`src/rtl/ps2_cmd_interp.sv`:
```
// ps2_cmd_interp
// ----------------------------------------------------------------------------
// Turns PS/2 keyboard scan codes into setpoint and alarm commands for the
// temperature controller. Digits typed after Enter build an NDIG-digit BCD
// value that is committed into one of NFIELD setpoint fields. The fields are
// filled round-robin. The letter keys H/A/G raise sticky alarm flags, and R
// clears the flags and emits a global reset pulse. Key-release (F0) and
// extended (E0) prefixes are filtered. An entry left idle for TIMEOUT cycles
// is abandoned.
//
// Ports:
//   CLK        in   system clock, rising edge
//   RESETn     in   synchronous active-low reset
//   flag       in   byte-ready level from the PS/2 receiver; its rising edge
//                   marks a new byte
//   DATO       in   8-bit scan code, valid while flag is high
//   STtemp     out  packed BCD fields; field k is [k*4*NDIG +: 4*NDIG]
//   STPeligro  out  sticky danger flag (H)
//   STAlerta   out  sticky alert flag (A)
//   STGas      out  sticky gas flag (G)
//   Greset     out  one-cycle global reset pulse (R)
//   CMD_VALID  out  one-cycle pulse when a field is committed
//   ERR        out  one-cycle pulse on an empty Enter or an entry timeout
//   FIELD_SEL  out  index of the next field to be written
//   BUSY       out  high while an entry is open
// ----------------------------------------------------------------------------
module ps2_cmd_interp #(
  parameter int NDIG    = 2,
  parameter int NFIELD  = 2,
  parameter int TIMEOUT = 50_000_000
) (
  input  logic                                         CLK,
  input  logic                                         RESETn,
  input  logic                                         flag,
  input  logic [7:0]                                   DATO,
  output logic [NFIELD*NDIG*4-1:0]                     STtemp,
  output logic                                         STPeligro,
  output logic                                         STAlerta,
  output logic                                         STGas,
  output logic                                         Greset,
  output logic                                         CMD_VALID,
  output logic                                         ERR,
  output logic [((NFIELD > 1) ? $clog2(NFIELD) : 1)-1:0] FIELD_SEL,
  output logic                                         BUSY
);

  localparam int BW  = 4 * NDIG;
  localparam int FSW = (NFIELD > 1) ? $clog2(NFIELD) : 1;
  localparam int CW  = $clog2(NDIG + 1);
  localparam int TW  = $clog2(TIMEOUT + 1);

  typedef enum logic {
    S_IDLE,
    S_ENTRY
  } state_t;

  typedef enum logic [3:0] {
    K_NONE,
    K_DIGIT,
    K_ENTER,
    K_H,
    K_A,
    K_G,
    K_R,
    K_BS,
    K_ESC
  } key_t;

  state_t                  r_state;
  logic                    r_flag_q;
  logic                    r_brk_pend;
  logic                    r_ext_pend;
  logic [TW-1:0]           r_tcnt;
  logic [BW-1:0]           r_buf;
  logic [CW-1:0]           r_cnt;
  logic [NFIELD*BW-1:0]    r_temp;
  logic                    r_peligro;
  logic                    r_alerta;
  logic                    r_gas;
  logic                    r_greset;
  logic                    r_cmd_valid;
  logic                    r_err;
  logic [FSW-1:0]          r_field_sel;
  logic                    r_busy;

  logic                    w_accept;
  key_t                    w_key;
  logic [3:0]              w_digit;
  logic                    w_commit;

  // A byte is taken only on the low-to-high transition of flag. r_flag_q
  // resets high, so a flag still high after reset is never mistaken for a
  // new byte.
  assign w_accept = flag & ~r_flag_q;

  // Scan-code decoder: classifies the byte and extracts the BCD digit value.
  always_comb begin
    w_key   = K_NONE;
    w_digit = 4'd0;
    case (DATO)
      8'h45: begin w_key = K_DIGIT; w_digit = 4'd0; end
      8'h16: begin w_key = K_DIGIT; w_digit = 4'd1; end
      8'h1E: begin w_key = K_DIGIT; w_digit = 4'd2; end
      8'h26: begin w_key = K_DIGIT; w_digit = 4'd3; end
      8'h25: begin w_key = K_DIGIT; w_digit = 4'd4; end
      8'h2E: begin w_key = K_DIGIT; w_digit = 4'd5; end
      8'h36: begin w_key = K_DIGIT; w_digit = 4'd6; end
      8'h3D: begin w_key = K_DIGIT; w_digit = 4'd7; end
      8'h3E: begin w_key = K_DIGIT; w_digit = 4'd8; end
      8'h46: begin w_key = K_DIGIT; w_digit = 4'd9; end
      8'h5A: w_key = K_ENTER;
      8'h33: w_key = K_H;
      8'h1C: w_key = K_A;
      8'h34: w_key = K_G;
      8'h2D: w_key = K_R;
      8'h66: w_key = K_BS;
      8'h76: w_key = K_ESC;
      default: w_key = K_NONE;
    endcase
  end

  // Enter and H/A/G close a non-empty entry with a commit. The caller only
  // consults this for a decoded (non-prefix, non-discarded) byte.
  assign w_commit = (r_state == S_ENTRY) && (r_cnt != '0) &&
                    ((w_key == K_ENTER) || (w_key == K_H) ||
                     (w_key == K_A) || (w_key == K_G));

  // Interpreter FSM. Every effect of a byte lands on its accept edge. The
  // timeout counter only advances on edges where no byte is taken, so an
  // arriving byte always beats a timeout that would fire on the same edge.
  always_ff @(posedge CLK) begin
    if (!RESETn) begin
      r_state     <= S_IDLE;
      r_flag_q    <= 1'b1;
      r_brk_pend  <= 1'b0;
      r_ext_pend  <= 1'b0;
      r_tcnt      <= '0;
      r_buf       <= '0;
      r_cnt       <= '0;
      r_temp      <= '0;
      r_peligro   <= 1'b0;
      r_alerta    <= 1'b0;
      r_gas       <= 1'b0;
      r_greset    <= 1'b0;
      r_cmd_valid <= 1'b0;
      r_err       <= 1'b0;
      r_field_sel <= '0;
      r_busy      <= 1'b0;
    end else begin
      r_flag_q    <= flag;
      r_greset    <= 1'b0;
      r_cmd_valid <= 1'b0;
      r_err       <= 1'b0;

      if (w_accept) begin
        r_tcnt <= '0;
        if (r_brk_pend) begin
          // Key-release code: swallow the byte and change nothing else.
          r_brk_pend <= 1'b0;
        end else if (DATO == 8'hE0) begin
          r_ext_pend <= 1'b1;
        end else if (DATO == 8'hF0) begin
          r_brk_pend <= 1'b1;
        end else begin
          if (r_ext_pend) begin
            r_ext_pend <= 1'b0;
          end

          // Letter keys act the same way in both states.
          case (w_key)
            K_H: r_peligro <= 1'b1;
            K_A: r_alerta  <= 1'b1;
            K_G: r_gas     <= 1'b1;
            K_R: begin
              r_peligro <= 1'b0;
              r_alerta  <= 1'b0;
              r_gas     <= 1'b0;
              r_greset  <= 1'b1;
            end
            default: ;
          endcase

          if (r_state == S_IDLE) begin
            if (w_key == K_ENTER) begin
              r_state <= S_ENTRY;
              r_busy  <= 1'b1;
              r_buf   <= '0;
              r_cnt   <= '0;
            end
          end else begin
            case (w_key)
              K_DIGIT: begin
                // Shift in at the LSB; older digits fall off the top.
                r_buf <= (r_buf << 4) | BW'(w_digit);
                if (r_cnt != CW'(NDIG)) begin
                  r_cnt <= r_cnt + CW'(1);
                end
              end
              K_BS: begin
                r_buf <= '0;
                r_cnt <= '0;
              end
              K_ENTER: begin
                if (r_cnt == '0) begin
                  r_err <= 1'b1;
                end
                r_state <= S_IDLE;
                r_busy  <= 1'b0;
              end
              K_H, K_A, K_G, K_R, K_ESC: begin
                r_state <= S_IDLE;
                r_busy  <= 1'b0;
              end
              default: ;
            endcase
          end

          if (w_commit) begin
            r_temp[int'(r_field_sel) * BW +: BW] <= r_buf;
            r_cmd_valid <= 1'b1;
            if (r_field_sel == FSW'(NFIELD - 1)) begin
              r_field_sel <= '0;
            end else begin
              r_field_sel <= r_field_sel + FSW'(1);
            end
          end
        end
      end else if (r_state == S_ENTRY) begin
        if (r_tcnt == TW'(TIMEOUT - 1)) begin
          r_err   <= 1'b1;
          r_state <= S_IDLE;
          r_busy  <= 1'b0;
          r_buf   <= '0;
          r_cnt   <= '0;
          r_tcnt  <= '0;
        end else begin
          r_tcnt <= r_tcnt + TW'(1);
        end
      end
    end
  end

  assign STtemp    = r_temp;
  assign STPeligro = r_peligro;
  assign STAlerta  = r_alerta;
  assign STGas     = r_gas;
  assign Greset    = r_greset;
  assign CMD_VALID = r_cmd_valid;
  assign ERR       = r_err;
  assign FIELD_SEL = r_field_sel;
  assign BUSY      = r_busy;

endmodule

```
`config.mk`:
```
export PLATFORM = sky130hd
export DESIGN_NAME = ps2_cmd_interp
export DESIGN_NICKNAME = d
export VERILOG_FILES = /design/src/rtl/ps2_cmd_interp.sv
export SDC_FILE = /design/constraint.sdc
export NUM_CORES = 1
export LEC_CHECK = 0
export CORE_MARGIN = 2
export CORE_UTILIZATION = 43
export DETAILED_ROUTE_END_ITERATION = 12
export DONT_BUFFER_PORTS = 1
export GPL_TIMING_DRIVEN = 0
export PLACE_DENSITY_LB_ADDON = 0.05
export SYNTH_ARGS = -nofsm -noshare
export SYNTH_HDL_FRONTEND = slang
export SYNTH_SLANG_ARGS = --single-unit
```
`constraint.sdc`:
```
create_clock -name CLK -period 1.7 [get_ports CLK]
set_input_delay 0.34 -clock CLK [delete_from_list [all_inputs] [get_ports CLK]]
set_output_delay 0.34 -clock CLK [all_outputs]
set_load 0.05 [all_outputs]
```
Word level (Yosys, flattened, before mapping)

Index checks and enable logic that the tools add are counted.
W data, S select, Z words.

Input port bits: 11
Register bits: 63

Muxes and demuxes: 59
Add/sub/neg operators: 4
Shift-type cells: 2
Bitwise operators: 8
Reduce and logical (&&, ||, !) cells: 25
Eq/ne operators: 35

Operators with widths:

| kind                      | count |
|---|---|
| $eq A8 B6 Y1 const B      | 9 |
| $mux W8                   | 8 |
| $eq A8 B7 Y1 const B      | 5 |
| $pmux W4 S9               | 1 |
| $mux W1                   | 33 |
| $neg A4 Y33               | 1 |
| $shift A8 B33 Y16 const A | 1 |
| $shiftx A8 B33 Y16        | 1 |
| $pmux W4 S8               | 1 |
| $add A26 B1 Y26 const B   | 1 |
| $eq A26 B26 Y1 const B    | 1 |
| $mux W26                  | 1 |
| $eq A8 B5 Y1 const B      | 3 |
| $reduce_and A5 Y1         | 4 |
| $mux W2                   | 9 |
| $bwmux W16                | 1 |
| $eq A4 B3 Y1 const B      | 4 |
| $eq A8 B8 Y1 const B      | 2 |
| $pmux W8 S2               | 1 |
| $reduce_and A7 Y1         | 2 |
| $reduce_bool A2 Y1        | 6 |
| $reduce_or A10 Y1         | 1 |
| $eq A4 B2 Y1 const B      | 2 |
| $ne A2 B2 Y1 const B      | 4 |
| 21 further kinds          | 31 |

Depth between registers and ports, before layout

Word-level depth: 11
Depth in mapped cells: 9
Depth with buffers taken out: 7

Worst setup path before layout

No wires, ideal clock.

Kind: input port to flip-flop
Start point: input port DATO[1]
End point: register r_field_sel (netlist: FIELD_SEL)
Required time: 1585 ps
Arrival time: 1658 ps
Stages: 8
Setup time: 115 ps
Path buffers: 2
Setup slack: -73 ps
Cells stage by stage: buf_6 nor4b_2 and3_4 nor3_4 and4b_1 and2b_1 buf_6 o21a_1

Word-level cells in the longest chain between the ends: 9
Elaborated cells on any way between the ends: 32

RTL lines:

| what                                 | line | source |
|---|---|---|
| start: declaration                   | 35   | `input logic [7:0] DATO,` |
| $eq A8 B7 Y1 (tied with other cells) | 100  | `case (DATO)` |
| $reduce_or A10 Y1 (no line)          | n/a  |  |
| $pmux W4 S8                          | 100  |  |
| $eq A4 B2 Y1                         | 125  | `((w_key == K_ENTER) \|\| (w_key == K_H) \|\|` |
| $logic_or A1 B1 Y1 (2 in a row)      | 125  |  |
| $logic_or A1 B1 Y1                   | 126  | `(w_key == K_A) \|\| (w_key == K_G));` |
| $logic_and A1 B1 Y1                  | 124  | `assign w_commit = (r_state == S_ENTRY) && (r_cnt != '0) &&` |
| $reduce_and A5 Y1 (no line) *        | n/a  |  |
| end signal: assignment               | 224  | `r_field_sel <= r_field_sel + FSW'(1);` |
| end: declaration                     | 83   | `logic [FSW-1:0] r_field_sel;` |

Every way passes the cells marked *; elsewhere a longest branch is shown, timed or not.
A chain may end at the register's enable or synchronous reset.

Worst setup path after layout

Start point: register r_tcnt[23]
End point: register r_buf[0]

Word-level cells in the longest chain between the ends: 3

RTL lines:

| what                         | line | source |
|---|---|---|
| start: declaration           | 73   | `logic [TW-1:0] r_tcnt;` |
| start signal: assignment     | 237  | `r_tcnt <= r_tcnt + TW'(1);` |
| $eq A26 B26 Y1               | 229  | `if (r_tcnt == TW'(TIMEOUT - 1)) begin` |
| $reduce_bool A2 Y1 (no line) | n/a  |  |
| $reduce_and A7 Y1 (no line)  | n/a  |  |
| end signal: assignment       | 194  | `r_buf <= (r_buf << 4) \| BW'(w_digit);` |
| end: declaration             | 74   | `logic [BW-1:0] r_buf;` |

No other way between the ends.

==> out/results.ini <==
[clock_tree]
root_buffer=clkbuf_8
cts_buffers=9
ctsHoldBuffers=0
cts.reportedPaths.clkPinSlew_ns=0.07
cts.sinks=63
cts_tree=built
clk_latency_ns=0.34
cts.htree.levels=3
clockBufferDepth=2

[setup_path]
crit_start=r_tcnt[23]
r2r-start=r_tcnt[23]
path_max_fanout=5
cp-start-kind=register
end_kind=register
crit_arrival_ns=2.04
criticalPathCategory=reg -> reg
path_cells=nand4_1, or4_4, nor4_4, buf_6, o22ai_4, nand3_1, o21ai_1
max_stage_delay_ns=0.48
crit_required_ns=1.92
crit_slowest_cell=or4_4

[synthesis]
synth_cells=371
syn_avg_cell_area_sq_um=8.79
ys_seq_elements=63
synth_nets=385
synth-async-reset-ratio=0
synth_area_sq_um=3260
synth_fa_ha_area_frac=0.0115
ys_warn_count=0
synth_mux_area_frac=0.0587
synth_top_family_by_area=simple AND/OR/NAND/NOR gates
synth.yosys.seq_area_share=0.387
synth_ff_type=dfxtp_1
synth_edf_count=0
synth.distinct_cells=63
synth_compound_area_frac=0.0878
synth_xor_area_frac=0.0775
yosys.area_share.simple=0.328

[final_layout]
multi_input_area_sq_um=2040
final_common_cell=nand2_1
final_cell_mix=58 x nand2_1, 44 x dfxtp_1, 34 x nor2_1, 19 x buf_4, 18 x mux2i_1
area_growth_pct=24.1
nets=419
n_antenna_cell=0
num-fill-cells=695
seq_area_sq_um=1290
drive_gt1_frac=0.300

[drt]
first_pass_iters=4
dr.first_iter.drc_count=118
drcViolationCount=0
vias=2702
postRouteAntennaNets=0
post_drt_wl_per_cell_microns=15.4
viasPerCell=5.31
drt-total-wl_microns=7840

[sta]
finalCritPeriodShare=1.07
fin_crit_ns=1.81
hold_viol=0
grt_setup_unrepaired=yes
setup_tns_ns=-2.74
worst_pin_slew_ns=0.589
fmax_mhz=552
drv_slew=0
skew_ns=0.0125
setup_ws_ns=-0.112
setup_violations=36
timing.slew.headroom=0.607

[grt]
grt_max_degree=13
antenna_found_initial=0
grt.total_usage=0.195
grt_pass1_wl_microns=13000
grt_pass1_vias=2587
grt_overflow=0

[floorplanning]
initial_core_util=0.447
rows=31
fp.dieH_microns=91.1
die_x_microns=91.1
core-area_sq_um=7290
pin_count=35
dieArea_sq_um=8300

[power]
p_leak_uw=0.00149
powerDensity_nw_per_um2=745
p_total_uw=3010
peakVddDrop_uv=449

[run_status]
violations=negative setup slack
status=finished, violations left

[min_path]
hold_path.startpoint=flag
hold_class=in -> reg

[run]
drv_cap=0

[placed_design]
numPortBuffers=0
dpl.hpwl_microns=5150
gp_congestion=0.811
dp_slack_ns=-0.305

[metrics by stage]
step | hold slack [ns] | area (sq um) | util | cells
6_report | 0.104 | 4050 | 0.555 | 509
4_1_cts | 0.0889 | 3950 | 0.542 | 504
5_1_grt | 0.0977 | 4050 | 0.555 | 509
2_1_floorplan | 0.419 | 3310 | - | 371
3_5_place_dp | 0.431 | 3430 | 0.471 | 470
3_3_place_gp | 0.424 | 3430 | 0.471 | 470
[cells in the mapped netlist, drive strengths merged, types with 6 or more instances]
cell type / instances / area share
xnor2: 11 / 0.030
nand2b: 9 / 0.017
nor2: 41 / 0.047
inv: 10 / 0.012
and3: 11 / 0.023
dfxtp: 63 / 0.39
mux2i: 18 / 0.055
buf: 12 / 0.031
nand4: 11 / 0.021
nor3: 7 / 0.018
o21ai: 7 / 0.013
clkbuf: 7 / 0.0081
xor2: 17 / 0.048
o22ai: 6 / 0.016
nand2: 61 / 0.071
nand3: 24 / 0.040
[final cells by class]
type / instances / area share
multi-input combinational: 280 / 0.505
sequential: 63 / 0.319
timing repair buffer: 22 / 0.0445
buffer: 19 / 0.0402
clock buffer: 10 / 0.0340
tap: 99 / 0.0306
clock inverter: 6 / 0.0170
inverter: 10 / 0.00928
[sequential cells by signal, indices dropped and copies added, names as in the netlist, 2 cells and up]
signal and count:
r_tcnt 26, r_buf 8, r_cnt 2, STtemp 16
[kinds of logic (layout without fill, tap and decap cells)]
kind of cell | after synthesis | in the layout
AOI/OAI and AO/OA | 36 | 37
xor gates and xnor gates | 28 | 28
adders and majority gates | 3 | 3
buffers and inverters | 29 | 67
DFF | 63 | 63
muxes | 19 | 19
and+or+nand+nor | 193 | 193
[worst paths after layout]
kind | end | slack, ns | cells after the start
setup / recovery | r_buf[0] | -0.11 | 7
setup reg to reg | r_buf[0] | -0.11 | 7
hold / removal | r_flag_q | 0.10 | 1
hold reg to reg | r_buf[7] | 0.45 | 2
[timing repair]
action,in CTS,in global routing
setup buffers,15,5
cloned,3,0
pin swaps,44,7
gates resized for setup,57,11
setup endpoints to repair,39,56
[metal layers]
| layer | vias to the layer above | GRT usage | share of wire | wire (microns) |
|---|---|---|---|---|
| met5 | - | 0 | 0 | 0 |
| met4 | 0 | 0.0530 | 0.0057 | 45 |
| met3 | 4 | 0.0581 | 0.057 | 449 |
| met2 | 62 | 0.275 | 0.42 | 3260 |
| met1 | 1265 | 0.288 | 0.52 | 4080 |
| li1 | 1371 | - | - | - |
[critical path, delay by kind of cell (launching register included)]
| kind | cells | cell delay [ns] |
|---|---|---|
| AO/OA/AOI/OAI | 2 | 0.17 |
| buffers and inverters | 1 | 0.16 |
| flip-flops | 1 | 0.33 |
| AND/OR/NAND/NOR | 4 | 1.03 |
[power by group]
group	internal, uW	switching [uW]	leakage, uW
registers	1470	1.72	0.000518
logic	85.6	110	0.000881
clock network	721	623	0.0000912
(Power assumes the default switching activity.)
